**config.mk**
```make
export PLATFORM = sky130hd
export DESIGN_NAME = branch_resolve_unit
export DESIGN_NICKNAME = d
export VERILOG_FILES = /design/src/rtl/branch_resolve_unit.sv
export SDC_FILE = /design/constraint.sdc
export NUM_CORES = 1
export LEC_CHECK = 0
export BUFFER_PORTS_ARGS = -buffer_cell sky130_fd_sc_hd__buf_2
export CAP_MARGIN = 20
export CELL_PAD_IN_SITES_DETAIL_PLACEMENT = 0
export CELL_PAD_IN_SITES_GLOBAL_PLACEMENT = 1
export CORE_MARGIN = 5
export CORE_UTILIZATION = 44
export DETAILED_ROUTE_END_ITERATION = 8
export HOLD_SLACK_MARGIN = 0.08
export PLACE_DENSITY_LB_ADDON = 0.12
export SLEW_MARGIN = 5
export SYNTH_ARGS = -nofsm -noshare
export SYNTH_HDL_FRONTEND = slang
export SYNTH_SLANG_ARGS = --single-unit
```
**constraint.sdc**
```tcl
create_clock -name clock -period 10.3 [get_ports clock]
set_input_delay 0.515 -clock clock [delete_from_list [all_inputs] [get_ports clock]]
set_output_delay 0.515 -clock clock [all_outputs]
set_load 0.01 [all_outputs]
```
**src/rtl/branch_resolve_unit.sv**
```systemverilog
// Branch resolve unit: filters branch FU outcomes against the mispredict being broadcast,
// picks the oldest live mispredict, and registers the resolve mask plus saturating statistics.
`ifndef B_MASK_WIDTH
`define B_MASK_WIDTH 4
`endif

module branch_resolve_unit #(
    parameter int NUM_BR_FU    = 2,
    parameter int B_MASK_WIDTH = `B_MASK_WIDTH,
    parameter int CNT_WIDTH    = 32
) (
    input  logic                                      clock,
    input  logic                                      reset,
    input  logic [NUM_BR_FU-1:0]                      br_valid,
    input  logic [NUM_BR_FU-1:0][B_MASK_WIDTH-1:0]    br_bmm,
    input  logic [NUM_BR_FU-1:0][B_MASK_WIDTH-1:0]    br_bm,
    input  logic [NUM_BR_FU-1:0]                      br_mispred,
    output logic [B_MASK_WIDTH-1:0]                   b_mm_resolve,
    output logic                                      b_mm_mispred,
    output logic [CNT_WIDTH-1:0]                      resolve_count,
    output logic [CNT_WIDTH-1:0]                      mispred_count
);

    localparam int PC_W  = $clog2(B_MASK_WIDTH + 1);
    localparam int SUM_W = CNT_WIDTH + PC_W;
    localparam int MC_W  = CNT_WIDTH + 1;
    localparam logic [CNT_WIDTH-1:0] CNT_MAX = '1;

    logic [B_MASK_WIDTH-1:0] r_resolve;
    logic                    r_mispred;
    logic [CNT_WIDTH-1:0]    r_resolve_count;
    logic [CNT_WIDTH-1:0]    r_mispred_count;

    logic [NUM_BR_FU-1:0]    w_live;
    logic [NUM_BR_FU-1:0]    w_cand;
    logic [NUM_BR_FU-1:0]    w_blocked;
    logic                    w_found;
    logic [B_MASK_WIDTH-1:0] w_win_bmm;
    logic [B_MASK_WIDTH-1:0] w_res_n;
    logic                    w_mis_n;
    logic [PC_W-1:0]         w_popcnt;
    logic [SUM_W-1:0]        w_rc_sum;
    logic [MC_W-1:0]         w_mc_sum;
    logic [CNT_WIDTH-1:0]    w_rc_next;
    logic [CNT_WIDTH-1:0]    w_mc_next;

    // Outcomes of branches that depend on the mispredict now being broadcast are squashed.
    always_comb begin
        w_live = '0;
        for (int i = 0; i < NUM_BR_FU; i++) begin
            w_live[i] = br_valid[i] && (br_bmm[i] != '0) &&
                        !(r_mispred && ((br_bm[i] & r_resolve) != '0));
        end
        w_cand = w_live & br_mispred;
    end

    // A candidate is blocked by an older candidate, or by a lower-index one owning the same bit.
    always_comb begin
        w_blocked = '0;
        w_found   = 1'b0;
        w_win_bmm = '0;
        for (int j = 0; j < NUM_BR_FU; j++) begin
            for (int k = 0; k < NUM_BR_FU; k++) begin
                if (k != j && w_cand[k] &&
                    (((br_bm[j] & br_bmm[k]) != '0) || ((br_bmm[k] == br_bmm[j]) && (k < j)))) begin
                    w_blocked[j] = 1'b1;
                end
            end
        end
        for (int j = 0; j < NUM_BR_FU; j++) begin
            if (w_cand[j] && !w_blocked[j] && !w_found) begin
                w_found   = 1'b1;
                w_win_bmm = br_bmm[j];
            end
        end
    end

    always_comb begin
        w_res_n = '0;
        for (int k = 0; k < NUM_BR_FU; k++) begin
            if (w_found) begin
                if (w_live[k] && !br_mispred[k] && ((br_bm[k] & w_win_bmm) == '0)) begin
                    w_res_n = w_res_n | br_bmm[k];
                end
            end else if (w_live[k]) begin
                w_res_n = w_res_n | br_bmm[k];
            end
        end
        if (w_found) begin
            w_res_n = w_res_n | w_win_bmm;
        end
        w_mis_n = w_found;
    end

    always_comb begin
        w_popcnt = '0;
        for (int i = 0; i < B_MASK_WIDTH; i++) begin
            w_popcnt = w_popcnt + PC_W'(w_res_n[i]);
        end
        w_rc_sum  = SUM_W'(r_resolve_count) + SUM_W'(w_popcnt);
        w_mc_sum  = MC_W'(r_mispred_count) + MC_W'(w_mis_n);
        w_rc_next = (w_rc_sum > SUM_W'(CNT_MAX)) ? CNT_MAX : w_rc_sum[CNT_WIDTH-1:0];
        w_mc_next = (w_mc_sum > MC_W'(CNT_MAX)) ? CNT_MAX : w_mc_sum[CNT_WIDTH-1:0];
    end

    always_ff @(posedge clock or negedge reset) begin
        if (!reset) begin
            r_resolve       <= '0;
            r_mispred       <= 1'b0;
            r_resolve_count <= '0;
            r_mispred_count <= '0;
        end else begin
            r_resolve       <= w_res_n;
            r_mispred       <= w_mis_n;
            r_resolve_count <= w_rc_next;
            r_mispred_count <= w_mc_next;
        end
    end

    assign b_mm_resolve  = r_resolve;
    assign b_mm_mispred  = r_mispred;
    assign resolve_count = r_resolve_count;
    assign mispred_count = r_mispred_count;

endmodule

```
Word level (Yosys, flattened, before mapping):

Index checks and enable logic that the tools add are counted.

* logic and storage cells: 67
* register bits: 69
* output and inout bits: 69
* input bits: 22

* eq/ne operators: 1
* add/sub/neg operators: 5
* bitwise gates (word level): 9
* mux-type cells: 15
* reduce and logical (&&, ||, !) cells: 31
* magnitude comparators: 2

Operators with widths (number)
* > comparator 33 x 32 -> 1 bit, second input constant: 2
* two-way mux 32 bit: 2
* two-way mux 4 bit: 9
* adder 32 x 1 -> 33 bit: 1
* adder 32 x 3 -> 33 bit: 1
* AND 4 bit: 6
* nonzero test 4 bit: 6
* logical AND 1 bit: 15
* zero test 4 bit: 2
* bitwise OR 4 bit: 2
* zero test 1 bit: 7
* == test 4 bit: 1
* two-way mux 1 bit: 4
* adder 2 x 1 -> 3 bit: 1
* adder 3 x 1 -> 3 bit: 1
* adder 1 x 1 -> 2 bit: 1
* AND 2 bit: 1
* logical OR 1 bit: 1

Logic depth before layout (Yosys ltp):

Gate-level depths: netlist (run 1).

* depth in word-level cells: 30
* depth in mapped cells: 14
* mapped depth without buffers: 13

Least setup slack after synthesis (run 1):

Ideal clock, no wire load.

* kind: input-to-reg
* from: input br_bm[3] in the netlist's numbering
* to: register r_resolve_count[30], in the netlist resolve_count[30]
* data arrival time: 4.153 ns
* path buffers: 1
* setup slack: 6.022 ns
* stages on the path: 14
* required time: 10.175 ns
* library setup time: 0.125 ns
* path through: a22oi_1 > nand2_1 > a21boi_0 > a41oi_1 > a32o_1 > fa_1 > fa_1 > inv_1 > fa_1 > clkbuf_1 > nor4_2 > nand3_1 > nor2_1 > mux2_2

* cells in the longest elaborated chain, start to end: 28
* elaborated cells between the ends (all ways): 44
* classes of those cells: add/sub (4); order compare (1); mux (14); bitwise (7); reduce/logical (18)

RTL lines
* start: declaration: RTL line 16 `input logic [NUM_BR_FU-1:0][B_MASK_WIDTH-1:0] br_bm,`
* AND 4 bit: RTL line 52 `!(r_mispred && ((br_bm[i] & r_resolve) != '0));`
* nonzero test 4 bit: RTL line 52
* logical AND 1 bit: RTL line 52
* zero test 1 bit: RTL line 52
* logical AND 1 bit: RTL line 51 `w_live[i] = br_valid[i] && (br_bmm[i] != '0) &&`
* AND 2 bit: RTL line 54 `w_cand = w_live & br_mispred;`
* logical AND 1 bit: RTL line 64 `if (k != j && w_cand[k] &&`
* two-way mux 1 bit: RTL line 64
* (+14 left out)
* net w_res_n[0]: RTL line 39 `logic [B_MASK_WIDTH-1:0] w_res_n;`
* adder 1 x 1 -> 2 bit (*): RTL line 98 `w_popcnt = w_popcnt + PC_W'(w_res_n[i]);`
* adder 2 x 1 -> 3 bit (*): RTL line 98
* adder 3 x 1 -> 3 bit (*): RTL line 98
* adder 32 x 3 -> 33 bit (*): RTL line 100 `w_rc_sum = SUM_W'(r_resolve_count) + SUM_W'(w_popcnt);`
* > comparator 33 x 32 -> 1 bit: RTL line 102 `w_rc_next = (w_rc_sum > SUM_W'(CNT_MAX)) ? CNT_MAX : w_rc_sum[CNT_WIDTH-1:0];`
* two-way mux 32 bit (*): RTL line 102
* net w_rc_next[30]: RTL line 44 `logic [CNT_WIDTH-1:0] w_rc_next;`
* end signal: assignment: RTL line 115 `r_resolve_count <= w_rc_next;`
* end: declaration: RTL line 31 `logic [CNT_WIDTH-1:0] r_resolve_count;`

The timed path passes the listed nets; every way through them passes the cells marked *.

Final worst setup path (run 1):

* from: register r_resolve[0], in the netlist b_mm_resolve[0]
* to: register r_resolve_count[30], in the netlist resolve_count[30]

* cells in the longest elaborated chain, start to end: 30
* elaborated cells between the ends (all ways): 48
* classes of those cells: add/sub (4); order compare (1); mux (14); bitwise (7); reduce/logical (22)

RTL lines
* start: declaration: RTL line 29 `logic [B_MASK_WIDTH-1:0] r_resolve;`
* start signal: assignment: RTL line 113 `r_resolve <= w_res_n;`
* AND 4 bit: RTL line 52
* nonzero test 4 bit: RTL line 52
* logical AND 1 bit: RTL line 52
* zero test 1 bit: RTL line 52
* logical AND 1 bit: RTL line 51
* AND 2 bit: RTL line 54
* logical AND 1 bit: RTL line 64
* two-way mux 1 bit: RTL line 64
* (+16 left out)
* net w_res_n[0]: RTL line 39
* adder 1 x 1 -> 2 bit (*): RTL line 98
* adder 2 x 1 -> 3 bit (*): RTL line 98
* adder 3 x 1 -> 3 bit (*): RTL line 98
* adder 32 x 3 -> 33 bit (*): RTL line 100
* > comparator 33 x 32 -> 1 bit: RTL line 102
* two-way mux 32 bit (*): RTL line 102
* net w_rc_next[30]: RTL line 44

Marked as above.

==> flow_metrics.env, run 1 <==
export IMPL_outcome="finished, final reports clean"
export IMPL_worst_setup_path_start_kind="register"
export IMPL_cp_end_kind="register"
export IMPL_syn_cell_area_sq_um=3660
export IMPL_layout_nets=492
export IMPL_combPwrFrac=0.286
export IMPL_num_io_pins=91
export IMPL_drt_vias_per_instance=5.35
export IMPL_gp_congestion=0.919
export IMPL_start_util=0.448
export IMPL_synth_fp_nets=400
export IMPL_post_cts_resized=0
export IMPL_setup_viol=0
export IMPL_drtIter0Drc=143
export IMPL_max_freq_mhz=209
export IMPL_filler_cell_count=772
export IMPL_peakVddDrop_uv=78.0
export IMPL_slowest_delay_ps=860
export IMPL_worst_ep_arrival_time_ps=5000
export IMPL_diodes=0
export IMPL_seq_area_frac_synth=0.471
export IMPL_cp_slowest_cell="nor4_2"
export IMPL_detail_route_antenna_nets=0
export IMPL_period_share=0.464
export IMPL_post_cts_setup_buffer_count=0
export IMPL_worstPathCellList="a22oi_1 -> nand2_1 -> a21boi_0 -> a41oi_1 -> a32o_1 -> fa_1 -> fa_1 -> inv_1 -> fa_1 -> nor4_2 -> nand3_1 -> nor2_1 -> mux2_2"
export IMPL_hold_violations=0
export IMPL_rsz0062_at_grt="no"
export IMPL_fin_setup_tns_ps=0
export IMPL_synthArstFlopShare=1.00
export IMPL_syn2layout_area_growth_pct=18.6
export IMPL_postSynthCellCount=372
export IMPL_power_density_nw_per_um2=189
export IMPL_seq_power_share=0.480
export IMPL_drtPass1Iterations=5
export IMPL_finalMaxSlewViolations=0
export IMPL_cts_tree="built"
export IMPL_cts_made_buffers=9
export IMPL_ys_warnings_count=0
export IMPL_ys_ff_latch=69
export IMPL_p_sw_mw=0.290
export IMPL_holdBufCountCts=0
export IMPL_totalWireLength_mm=8.75
export IMPL_cp_required_ps=10510
export IMPL_antenna_found_initial=0
export IMPL_final_common_cell="buf_2"
export IMPL_worstHoldPathType="in -> async"
export IMPL_drc=0
export IMPL_final_setup_skew_ps=5.85
export IMPL_clock_path_buffers=2
export IMPL_cts_sinks=69
export IMPL_clk_latency_ps=330
export IMPL_grt_start_max_net_pins=70
export IMPL_final_util=0.532
export IMPL_syn_area_per_cell_sq_um=9.85
export IMPL_maxCapViolations=0
export IMPL_clkPwrFrac=0.234
export IMPL_final_cell_mix="buf_2 (90), nand2_1 (76), dfrtp_1 (69)"
export IMPL_leakage_nw=2.16
export IMPL_crit_path_frequent_cell="fa_1"
export IMPL_critPathKind="reg -> reg"
export IMPL_vias=3063
export IMPL_grt_pass1_wl_mm=14.3
export IMPL_placementRows=33
export IMPL_slew_limit_headroom=0.290
export IMPL_p_sw_frac=0.353
export IMPL_ys_types=49
export IMPL_core_area_sq_um=8180
export IMPL_crit_fanout=10
export IMPL_wl_per_cell_um=15.3
export IMPL_power_mw=0.820
export IMPL_hpwl_mm=6.18
export IMPL_clock_root_buffer="clkbuf_8"
export IMPL_cts_clk_slew_worst_paths_ps=70
export IMPL_die_y_um=101
export IMPL_dieArea_sq_um=10300
export IMPL_synth_top_flop_cell="dfrtp_1"
export IMPL_grt_use_total=0.175
export IMPL_grt_pass1_vias=2930
export IMPL_internal_power_mw=0.531
export IMPL_drive_gt1_frac=0.248
export IMPL_htreeDepth=3
export IMPL_die_w_um=101
export IMPL_synth_edf_count=0
export IMPL_worst_pin_slew_ps=1060
export IMPL_io_buffer_count=90
export IMPL_grt_overflow=0
export IMPL_fin_crit_ps=4780
[layout make-up]
class	count	area, sq um	area share
inverter	9	33.8	0.00777
timing repair buffer	92	468	0.108
tap	105	131	0.0302
clock buffer	12	155	0.0357
sequential	69	1730	0.397
clock inverter	2	10.0	0.00230
multi-input combinational	283	1820	0.419
[state kept, by name, summed over array words and instances, names as in the netlist]
signal / count
b_mm_mispred: 1
resolve_count: 32
mispred_count: 32
b_mm_resolve: 4
[per-stage QoR]
step / hold slack, ps / std cells / cell area (sq um) / worst slack [ps]
2_1_floorplan: 219 / 372 / 3660 / 6020
3_3_place_gp: 511 / 557 / 4170 / 5480
3_5_place_dp: 519 / 558 / 4180 / 5270
4_1_cts: 413 / 572 / 4350 / 5490
5_1_grt: 452 / 572 / 4350 / 5090
6_report: 359 / 572 / 4350 / 5520
[routing by layer]
metal | wire, um | global-route usage
met5 | 0 | 0
met4 | 90 | 0.0603
met3 | 633 | 0.0496
met2 | 3950 | 0.265
met1 | 4080 | 0.242
[Yosys cell counts, types with 3 or more instances]
master / number / share of area
a22oi_1: 5 / 0.010
or4_1: 5 / 0.010
nor4_1: 4 / 0.0068
a31oi_1: 5 / 0.0085
and2_1: 4 / 0.0068
xnor2_1: 24 / 0.057
ha_1: 3 / 0.010
clkbuf_1: 4 / 0.0041
and3_1: 9 / 0.015
fa_1: 3 / 0.016
nand3_1: 25 / 0.034
dfrtp_1: 69 / 0.47
nand4_1: 17 / 0.029
and4_1: 6 / 0.014
nand2_1: 76 / 0.078
nand2b_1: 3 / 0.0051
nor3_1: 8 / 0.011
a21oi_1: 4 / 0.0055
nor2_1: 14 / 0.014
xor2_1: 29 / 0.069
a32o_1: 3 / 0.0082
buf_6: 5 / 0.015
o21ai_0: 5 / 0.0068
inv_1: 8 / 0.0082
[power groups by stage]
| stage | sequential (mW) | combinational, mW | clock, mW |
|---|---|---|---|
| detailed placement | 0.398 | 0.240 | 0 |
| global placement | 0.397 | 0.236 | 0 |
| finish | 0.394 | 0.235 | 0.192 |
| floorplan | 0.412 | 0.119 | 0 |
| CTS | 0.394 | 0.240 | 0.199 |
| global route | 0.403 | 0.270 | 0.213 |
[worst paths after layout]
path | cells past startpoint | slack (ps) | end | from
worst max-delay path | 13 | 5520 | resolve_count[30] | b_mm_resolve[0]
max in group asynchronous | 2 | 9340 | resolve_count[26] | reset
min in group clock | 3 | 520 | b_mm_mispred | br_valid[1]
worst max register to register | 13 | 5520 | resolve_count[30] | b_mm_resolve[0]
worst min-delay path | 2 | 360 | mispred_count[6] | reset
worst min register to register | 2 | 540 | resolve_count[28] | resolve_count[28]
[cells by family after synthesis]
family	synth area share
compound gates	0.0669
xor+xnor	0.127
fa+ha+maj	0.0266
buf+inv	0.0314
flops	0.471
mux	0.0119
simple gates	0.265
[critical path, delay by kind of cell (launching register included)]
kind | cells | cell delay, ps
AO/OA/AOI/OAI | 4 | 1370
AND/OR/NAND/NOR | 4 | 1280
flip-flops | 1 | 400
buffers and inverters | 1 | 60
multiplexers | 1 | 350
adder cells (fa/ha/maj) | 3 | 1190
(Power assumes the default switching activity.)
==> run 2, diff against run 1 <==
CORE_UTILIZATION = 37   (was 44)
clock period = 4.25 ns   (was 10.3 ns; I/O delays follow)
==> run 2 against run 1 <==
- largest power group unchanged
- count of clock-buffer cells in the layout unchanged
- combinational power rose by 150%
- total power up 150%
- via count down 0.62%
- core utilization is 7.5 points lower
- final area increased by 2.3%
- first-iteration DRC count down 15%
- global-route usage decreased by 2.0 points
- die area increased by 17%
- register-to-register slack got worse by 5100 ps
==> flow_metrics.env, run 2 (synthesis gave the netlist of run 1 again) <==
export IMPL_max_freq_mhz=260
export IMPL_crit_fanout=4
export IMPL_antenna_found_initial=0
export IMPL_worst_pin_slew_ps=770
export IMPL_drc=0
export IMPL_syn2layout_area_growth_pct=21.4
export IMPL_core_area_sq_um=9730
export IMPL_maxCapViolations=0
export IMPL_cts_made_buffers=9
export IMPL_cp_required_ps=4470
export IMPL_wl_per_cell_um=14.5
export IMPL_drtPass1Iterations=6
export IMPL_worst_slack_ps=409
export IMPL_die_w_um=110
export IMPL_hold_violations=0
export IMPL_totalWireLength_mm=8.83
export IMPL_period_share=0.904
export IMPL_gp_congestion=0.875
export IMPL_layout_nets=499
export IMPL_gr_usage_met3=0.0399
export IMPL_finalMaxSlewViolations=0
export IMPL_fin_crit_ps=3840
export IMPL_die_y_um=110
export IMPL_vias=3044
export IMPL_clk_latency_ps=340
export IMPL_clock_path_buffers=2
export IMPL_drtIter0Drc=121
export IMPL_final_setup_skew_ps=8.24
export IMPL_htreeDepth=3
export IMPL_final_common_cell="buf_2"
export IMPL_cts_tree="built"
export IMPL_slew_limit_headroom=0.487
export IMPL_power_mw=2.02
export IMPL_worst_ep_arrival_time_ps=4060
export IMPL_dieArea_sq_um=12000
export IMPL_grt_start_max_net_pins=39
export IMPL_post_cts_setup_buffer_count=0
export IMPL_leakage_nw=2.20
export IMPL_cts_clk_slew_worst_paths_ps=80
export IMPL_drt_vias_per_instance=5.00
export IMPL_placementRows=36
export IMPL_grt_overflow=0
export IMPL_diodes=0
export IMPL_io_buffer_count=90
export IMPL_worstHoldPathType="in -> reg"
export IMPL_final_cell_mix="buf_2 (90), nand2_1 (76), dfrtp_1 (69)"
export IMPL_reg2reg_slack_ps=410
export IMPL_filler_cell_count=1001
export IMPL_power_density_nw_per_um2=454
export IMPL_peakVddDrop_uv=211
export IMPL_clock_root_buffer="clkbuf_8"
export IMPL_drive_gt1_frac=0.261
export IMPL_grt_pass1_vias=2951
export IMPL_multiInputGateArea_sq_um=1820
export IMPL_grt_busiest_layer="met2"
export IMPL_grt_pass1_wl_mm=14.7
export IMPL_start_util=0.377
export IMPL_cp_end_kind="register"
export IMPL_met2_usage=0.237
export IMPL_num_io_pins=91
export IMPL_grt_use_total=0.155
export IMPL_critPathKind="reg -> reg"
export IMPL_rsz0062_at_grt="no"
export IMPL_cts_sinks=69
export IMPL_ff_latch_area_sq_um=1730
export IMPL_worst_setup_path_start_kind="register"
export IMPL_setup_viol=0
export IMPL_detail_route_antenna_nets=0
export IMPL_met1_usage=0.217
export IMPL_hpwl_mm=6.39
export IMPL_outcome="finished, final reports clean"
export IMPL_fin_setup_tns_ps=0
export IMPL_post_place_ws_ps=390
[run 2: cell types whose count changed in the layout (fill, tap and decap cells not counted)]
| cell | before | now |
|---|---|---|
| buf_4 | 1 | 8 |
| clkdlybuf4s18_2 | 1 | 0 |
| clkinvlp_4 | 0 | 1 |
| clkinv_2 | 2 | 3 |
| dlygate4sd3_1 | 0 | 1 |
[run 2: metal layers]
layer  wire length (um)  vias up
met5                  0        -
met4                 63        0
met3                470        5
met2               4100       56
met1               4200     1473
li1                   -     1510
[run 2: final cells by class]
| type | instances | area share |
|---|---|---|
| multi-input cells | 283 | 0.410 |
| clock inverters | 4 | 0.00506 |
| clock buffers | 12 | 0.0349 |
| repair buffers | 99 | 0.117 |
| inverters | 9 | 0.00759 |
| flip-flops and latches | 69 | 0.388 |
| well taps | 133 | 0.0374 |
[run 2: worst paths after layout]
kind | cells past startpoint | start | to
worst max-delay path | 13 | b_mm_resolve[0] | resolve_count[30]
worst min-delay path | 3 | br_valid[1] | b_mm_mispred
worst max register to register | 13 | b_mm_resolve[0] | resolve_count[30]
worst min register to register | 2 | mispred_count[10] | mispred_count[10]
max in group asynchronous | 3 | reset | resolve_count[31]
min in group asynchronous | 2 | reset | mispred_count[13]
[run 2: power by group]
part           switching (mW)  internal [mW]  leakage (nW)  total [mW]
logic                   0.310          0.269          1.23       0.579
registers               0.164          0.790         0.878       0.954
clock network           0.247          0.241        0.0921       0.488
total                   0.720           1.30          2.20        2.02
[run 2: repair_timing]
action,4_1_cts,5_1_grt
hold endpoints to repair,31,0
hold buffers,1,0
resized for setup,0,0
[run 2: critical path, cell delays in order (launching register included)]
cell	delay (ps)
dfrtp_1	400
a22o_1	210
o21ai_0	390
nand2_1	130
a21o_1	210
a32o_1	290
fa_1	530
fa_1	190
inv_1	60
fa_1	410
nor4_2	320
nand3_1	140
nor2_1	120
mux2_2	330
[run 2: stage by stage]
step | hold slack, ps | std cells | area, sq um | utilization
after floorplan | -83.1 | 372 | 3660 | -
after global placement | 329 | 592 | 4260 | 0.438
after detailed placement | 325 | 592 | 4260 | 0.438
after CTS | 197 | 609 | 4450 | 0.457
after global routing | 217 | 609 | 4450 | 0.457
final | 203 | 609 | 4450 | 0.457
